## src/rtl/wb_sram_ctrl.sv

```systemverilog
`default_nettype none
// ============================================================================
//  Module   : wb_sram_ctrl
//  Purpose  : Wishbone (pipelined-style stall/ack) slave that performs single
//             asynchronous SRAM read/write accesses with a fixed strobe width.
//             One request is accepted in IDLE; requests seen while busy are
//             dropped (the master sees stall=1 and must retry).
//  Ports    : wb_clock_i / wb_reset_n_i   clock, async active-low reset
//             wb_addr_i, wb_din_i, wb_we_i, wb_cycle_i, wb_strobe_i
//                                         bus request from the arbiter
//             wb_dout_o, wb_stall_o, wb_ack_o
//                                         read data and handshake to arbiter
//             ram_addr_o, ram_data_o, ram_data_oe_o, ram_data_i
//                                         SRAM address and split data bus
//             ram_ce_n_o, ram_oe_n_o, ram_we_n_o
//                                         active-low SRAM strobes
//  Revision : 1.0  initial release
// ============================================================================
module wb_sram_ctrl #(
    parameter int ADDR_WIDTH    = 17,
    parameter int DATA_WIDTH    = 8,
    parameter int WAIT_CYCLES   = 2,
    parameter int WB_ADDR_WIDTH = 20
) (
    input  logic                     wb_clock_i,
    input  logic                     wb_reset_n_i,
    input  logic [WB_ADDR_WIDTH-1:0] wb_addr_i,
    input  logic [DATA_WIDTH-1:0]    wb_din_i,
    output logic [DATA_WIDTH-1:0]    wb_dout_o,
    input  logic                     wb_we_i,
    input  logic                     wb_cycle_i,
    input  logic                     wb_strobe_i,
    output logic                     wb_stall_o,
    output logic                     wb_ack_o,
    output logic [ADDR_WIDTH-1:0]    ram_addr_o,
    input  logic [DATA_WIDTH-1:0]    ram_data_i,
    output logic [DATA_WIDTH-1:0]    ram_data_o,
    output logic                     ram_data_oe_o,
    output logic                     ram_ce_n_o,
    output logic                     ram_oe_n_o,
    output logic                     ram_we_n_o
);

    // ------------------------------------------------------------------------
    // Elaboration checks
    // ------------------------------------------------------------------------
    if (WAIT_CYCLES < 1) begin : g_wait_check
        $error("wb_sram_ctrl: WAIT_CYCLES must be >= 1");
    end
    if (WB_ADDR_WIDTH < ADDR_WIDTH) begin : g_addr_check
        $error("wb_sram_ctrl: WB_ADDR_WIDTH must be >= ADDR_WIDTH");
    end

    // Upper bus address bits select nothing in this SRAM; fold them into a
    // sink so they are visibly consumed.
    if (WB_ADDR_WIDTH > ADDR_WIDTH) begin : g_upper_addr
        logic unused_upper_addr;
        assign unused_upper_addr = ^wb_addr_i[WB_ADDR_WIDTH-1:ADDR_WIDTH];
    end

    // ------------------------------------------------------------------------
    // Constants
    // ------------------------------------------------------------------------
    localparam int              CNT_W    = (WAIT_CYCLES > 1) ? $clog2(WAIT_CYCLES) : 1;
    localparam logic [CNT_W-1:0] CNT_LOAD = CNT_W'(WAIT_CYCLES - 1);
    localparam logic [CNT_W-1:0] CNT_ONE  = CNT_W'(1);

    typedef enum logic [1:0] {
        S_IDLE   = 2'd0,
        S_ACCESS = 2'd1,
        S_HOLD   = 2'd2,
        S_ACK    = 2'd3
    } state_t;

    // ------------------------------------------------------------------------
    // State
    // ------------------------------------------------------------------------
    state_t                  state_q, state_d;
    logic [CNT_W-1:0]        cnt_q,   cnt_d;
    logic [ADDR_WIDTH-1:0]   addr_q,  addr_d;
    logic [DATA_WIDTH-1:0]   data_q,  data_d;
    logic                    we_q,    we_d;
    logic [DATA_WIDTH-1:0]   dout_q,  dout_d;

    always_comb begin
        state_d = state_q;
        cnt_d   = cnt_q;
        addr_d  = addr_q;
        data_d  = data_q;
        we_d    = we_q;
        dout_d  = dout_q;

        case (state_q)
            S_IDLE: begin
                if (wb_cycle_i && wb_strobe_i) begin
                    addr_d  = wb_addr_i[ADDR_WIDTH-1:0];
                    data_d  = wb_din_i;
                    we_d    = wb_we_i;
                    cnt_d   = CNT_LOAD;
                    state_d = S_ACCESS;
                end
            end
            S_ACCESS: begin
                if (cnt_q == '0) begin
                    if (we_q) begin
                        state_d = S_HOLD;
                    end else begin
                        // Sample SRAM data on the last edge of the strobe
                        dout_d  = ram_data_i;
                        state_d = S_ACK;
                    end
                end else begin
                    cnt_d = cnt_q - CNT_ONE;
                end
            end
            S_HOLD: begin
                state_d = S_ACK;
            end
            S_ACK: begin
                state_d = S_IDLE;
            end
            default: begin
                state_d = S_IDLE;
            end
        endcase
    end

    always_ff @(posedge wb_clock_i or negedge wb_reset_n_i) begin
        if (!wb_reset_n_i) begin
            state_q <= S_IDLE;
            cnt_q   <= '0;
            addr_q  <= '0;
            data_q  <= '0;
            we_q    <= 1'b0;
            dout_q  <= '0;
        end else begin
            state_q <= state_d;
            cnt_q   <= cnt_d;
            addr_q  <= addr_d;
            data_q  <= data_d;
            we_q    <= we_d;
            dout_q  <= dout_d;
        end
    end

    // ------------------------------------------------------------------------
    // Outputs: decoded from registered state only, so an asynchronous reset
    // releases the SRAM strobes and data bus immediately.
    // ------------------------------------------------------------------------
    logic in_access;
    logic in_hold;

    assign in_access = (state_q == S_ACCESS);
    assign in_hold   = (state_q == S_HOLD);

    assign wb_stall_o    = (state_q != S_IDLE);
    // Ack is qualified by the live cycle signal so an abandoned cycle is not
    // acknowledged.
    assign wb_ack_o      = (state_q == S_ACK) && wb_cycle_i;
    assign wb_dout_o     = dout_q;

    assign ram_addr_o    = addr_q;
    assign ram_data_o    = data_q;
    assign ram_ce_n_o    = ~(in_access | in_hold);
    assign ram_oe_n_o    = ~(in_access & ~we_q);
    assign ram_we_n_o    = ~(in_access & we_q);
    // HOLD keeps the data driven one cycle past the WE rising edge.
    assign ram_data_oe_o = (in_access | in_hold) & we_q;

endmodule
`default_nettype wire

```

## config.mk

```make
export PLATFORM = sky130hd
export DESIGN_NAME = wb_sram_ctrl
export DESIGN_NICKNAME = d
export VERILOG_FILES = /design/src/rtl/wb_sram_ctrl.sv
export SDC_FILE = /design/constraint.sdc
export NUM_CORES = 1
export LEC_CHECK = 0
export CAP_MARGIN = 40
export CORE_ASPECT_RATIO = 0.7
export CORE_UTILIZATION = 25
export DETAILED_ROUTE_END_ITERATION = 16
export SYNTH_ARGS = -nofsm -noshare
export SYNTH_HDL_FRONTEND = slang
export SYNTH_SLANG_ARGS = --single-unit
```

## constraint.sdc

```tcl
create_clock -name wb_clock_i -period 3.9 [get_ports wb_clock_i]
set_input_delay 0.39 -clock wb_clock_i [delete_from_list [all_inputs] [get_ports wb_clock_i]]
set_output_delay 0.39 -clock wb_clock_i [all_outputs]
set_load 0.05 [all_outputs]
```

# ---- Word level (Yosys, flattened, before mapping)
# Cells that the tools add are included.
# Widths: inputs -> output; s select.
dict set report word_totals {
  input_bits 41
  wordCells 37
  ff_bits 37
  out_inout_bits 39
}
dict set report classes {
  addsub 1
  n_eq_ne 5
  mux 7
  n_reduce_logical 9
  bitwise 9
}
# cell count
set op_table {}
lappend op_table {{$pmux 2 s4} 1}
lappend op_table {{$reduce_and 2->1} 3}
lappend op_table {{$not 1->1} 5}
lappend op_table {{$eq 2x2->1 const B} 2}
lappend op_table {{$mux 2} 2}
lappend op_table {{$ne 2x2->1 const B} 2}
lappend op_table {{$reduce_bool 2->1} 2}
lappend op_table {{$and 1x1->1} 3}
lappend op_table {{$mux 1} 3}
lappend op_table {{$reduce_and 3->1} 1}
lappend op_table {{$eq 2x1->1 const B} 1}
lappend op_table {{$logic_and 1x1->1} 2}
lappend op_table {{$logic_not 2->1} 1}
lappend op_table {{$pmux 1 s2} 1}
lappend op_table {{$or 1x1->1} 1}
lappend op_table {{$sub 1x1->1 const B} 1}

# ---- Longest topological paths before layout
dict set report logic_depth {
  ltp_word 3
  mapped_depth 5
  depth_no_buf 5
}

# ---- Least setup slack after synthesis
# OpenSTA, ideal clock, no wires.
dict set report synth_path {
  kind {register to register}
  start {reg state_q[1]}
  end {reg dout_q[0] (netlist: wb_dout_o[0])}
  setup_slack_ns 2.061
  path_buffers 0
  setup_ns 0.125
  synth_period_minus_slack_ns 1.839
  required_time_ns 3.775
  arrival_time_ns 1.714
  path_stages_with_launch 6
  cell_sequence {dfrtp_1 -> inv_1 -> ha_1 -> nand2b_1 -> nor2_4 -> mux2_2}
}
dict set report synth_via {
  elab_chain_cells 2
}
# item line_no
set synth_lines {}
lappend synth_lines {{start: declaration} 78} ;# state_t state_q, state_d;
lappend synth_lines {{start signal: assignment} 137} ;# state_q <= state_d;
lappend synth_lines {{$eq 2x1->1} 93} ;# case (state_q)
lappend synth_lines {{$reduce_and 3->1 (no line)} n/a}
lappend synth_lines {{end signal: assignment} 142} ;# dout_q <= dout_d;
lappend synth_lines {{end: declaration} 83} ;# logic [DATA_WIDTH-1:0] dout_q, dout_d;
# No other way between the ends.
# A chain may end at the register's enable or synchronous reset.

# ---- Worst setup path in the final report
dict set report layout_path {
  start {reg state_q[1]}
  end {out ram_oe_n_o}
}
dict set report layout_via {
  elab_chain_cells 3
}
# item line_no
set layout_lines {}
lappend layout_lines {{$eq 2x1->1} 153} ;# assign in_access = (state_q == S_ACCESS);
lappend layout_lines {{$and 1x1->1} 165} ;# assign ram_oe_n_o = ~(in_access & ~we_q);
lappend layout_lines {{$not 1->1} 165}
lappend layout_lines {{end: declaration} 40} ;# output logic ram_oe_n_o,
# No other way between the ends.

==> flow_metrics.py <==
metrics = {
    "yosys": {
        "ys_seq_area_share_pct": 58.3,
        "synthesis.area_sq_um": 1590,
        "synth_warnings": 0,
        "syn_inst": 97,
        "synth-seq-cells": 37,
        "syn_avg_cell_area_sq_um": 16.4,
        "ys_types": 20,
        "synth_nets": 142,
    },
    "setup_path": {
        "crit_fanout": 5,
        "reg2reg_slack_ns": 2.07,
        "cp_data_arrival_time_ns": 2.05,
        "timing.rr.end": "ram_data_o[3]",
        "start_kind": "register",
        "r2r_cells": 4,
        "crit_type": "register to output pin",
        "crit-reg2reg-launch": "state_q[1]",
        "cp-endpoint": "ram_oe_n_o",
        "critPathRequiredTime_ns": 3.51,
        "crit_start": "state_q[1]",
        "end_kind": "output pin",
    },
    "place": {
        "dp_slack_ns": 1.60,
        "routabilityCongestion": 0.744,
        "dp_hpwl_um": 2580,
        "io_buffers": 76,
        "dpl_cell_area_sq_um": 2410,
        "placed_cells": 246,
    },
    "final_layout": {
        "fin_cells": 254,
        "fin_area_sq_um": 2550,
        "final_common_cell": "clkdlybuf4s50_1",
        "fin_nets": 223,
        "most-common-layout-cells": "clkdlybuf4s50_1 (75), dfrtp_1 (37), mux2_4 (20), mux2_2 (14), clkbuf_8 (5)",
        "n_antenna_cell": 0,
        "syn_to_final_growth_pct": 60.5,
        "drive_gt1_share_pct": 25.1,
    },
    "global_route": {
        "antenna_found_initial": 0,
        "grt_pass1_wl_um": 5620,
        "grt_max_degree": 38,
        "track_usage_pct": 11.2,
        "grt.overflow.total": 0,
        "grt_pass1_vias": 1108,
    },
    "route": {
        "top_layer": "met4",
        "drt_pass1_iterations": 4,
        "initialDrtViolationCount": 19,
        "wl_met3_um": 293,
        "avgViaCountPerCell": 4.20,
        "ant_nets": 0,
        "wl_per_cell_um": 13.9,
        "drc": 0,
        "routed_wl_um": 3530,
        "dr_wl_met2_um": 1590,
        "vias": 1067,
        "wl_met1_um": 1600,
    },
    "floorplan": {
        "die_w_um": 97.3,
        "rows": 23,
        "die-area_sq_um": 6680,
        "core_sq_um": 5930,
        "start_util_pct": 26.8,
        "pin_count": 80,
        "die_h_um": 68.7,
    },
    "sta": {
        "worst_pin_slew_ns": 0.823,
        "setup_violations": 0,
        "slew_headroom_pct": 45.2,
        "rsz0062_at_grt": "false",
        "max_freq_mhz": 410,
        "final-max-slew-violation-count": 0,
        "finalSetupTns_ns": 0,
        "fin_crit_sh_pct": 62.5,
        "setup_ws_ns": 1.46,
        "min_period_ns": 2.44,
        "finalHoldViolations": 0,
        "skew_ns": 0.00320,
    },
    "clock_network": {
        "cts_tree": "done",
        "cts_sinks": 37,
        "worstSkewPairLatency_ns": 0.29,
        "clock-root-buffer": "clkbuf_8",
        "htree_levels": 2,
        "cts_buffers": 5,
        "post_cts_resized": 0,
        "cts_buffer_depth": 2,
        "cts_setup_buffers": 0,
        "cts.reportedPaths.clkPinSlew_ns": 0.07,
        "ctsHoldBuffers": 0,
    },
    "run": {
        "cap_violations": 0,
    },
    "status": {
        "outcome": "complete, no violations",
    },
    "min_path": {
        "min_path_type": "primary input to async pin",
    },
}
[flip-flops by register name, summed over array words and instances (netlist names)]
signal	flops
ram_addr_o	17
ram_data_o	8
wb_dout_o	8
state_q	2
cnt_q	1
we_q	1
[final cells by class]
type | instances | area [sq um]
fillers | 548 | 3380
flip-flops and latches | 37 | 926
repair buffers | 76 | 756
multi-input cells | 54 | 624
well taps | 75 | 93.8
clock buffers | 5 | 68.8
clock inverters | 3 | 65.1
inverters | 4 | 15.0
[Yosys cell counts (all sizes together)]
cell type,instances,area (sq um)
dfrtp,37,926
mux2,34,458
ha,4,50.1
inv,4,15.0
and2,2,12.5
buf,2,22.5
nand2,2,7.51
nor2,2,15.0
a211oi,1,7.51
a21boi,1,7.51
a21oi,1,5.00
a2bb2oi,1,8.76
a31oi,1,6.26
mux2i,1,10.0
nand2b,1,6.26
nand3,1,17.5
nor3b,1,7.51
o21ai,1,5.00
[metal layers]
metal  track usage (%)  vias to the layer above
li1                  -                      499
met1              13.2                      517
met2              18.2                       46
met3              4.94                        5
met4              4.96                        0
met5                 0                        -
[per-stage QoR]
step | util [%] | hold slack (ns)
6_report | 43.0 | 0.200
5_1_grt | 43.0 | 0.255
4_1_cts | 43.0 | 0.239
3_5_place_dp | 40.7 | 0.491
3_3_place_gp | 40.7 | 0.486
2_1_floorplan | - | 0.0944
[how the worst min path moves through the flow]
stage | cells after the start | to | slack, ns | from
detailed placement | 1 | ram_data_o[6] | 0.49 | ram_data_o[6]
finish | 1 | ram_addr_o[15] | 0.20 | wb_reset_n_i
CTS | 1 | wb_dout_o[3] | 0.24 | wb_reset_n_i
global route | 1 | wb_dout_o[5] | 0.26 | wb_reset_n_i
floorplan | 0 | cnt_q | 0.09 | wb_reset_n_i
global placement | 1 | ram_addr_o[14] | 0.49 | ram_addr_o[14]
[worst max-delay path, stage by stage (launching register included)]
cell             delay, ns
dfrtp_1               0.37
inv_1                 0.10
ha_1                  0.25
nand2b_1              0.19
clkdlybuf4s50_1       0.85
[kinds of logic (layout without fill, tap and decap cells)]
group	count (synthesis)	after routing	share of synthesized area (%)
DFF	37	37	58.3
AOI/OAI and AO/OA	6	6	2.52
muxes	35	35	29.5
buffers and inverters	6	88	2.36
and+or+nand+nor	9	9	4.18
adders and majority gates	4	4	3.15
Power is not shown: default switching activity piles up to over one toggle a cycle in this logic, so the estimate is an artifact.
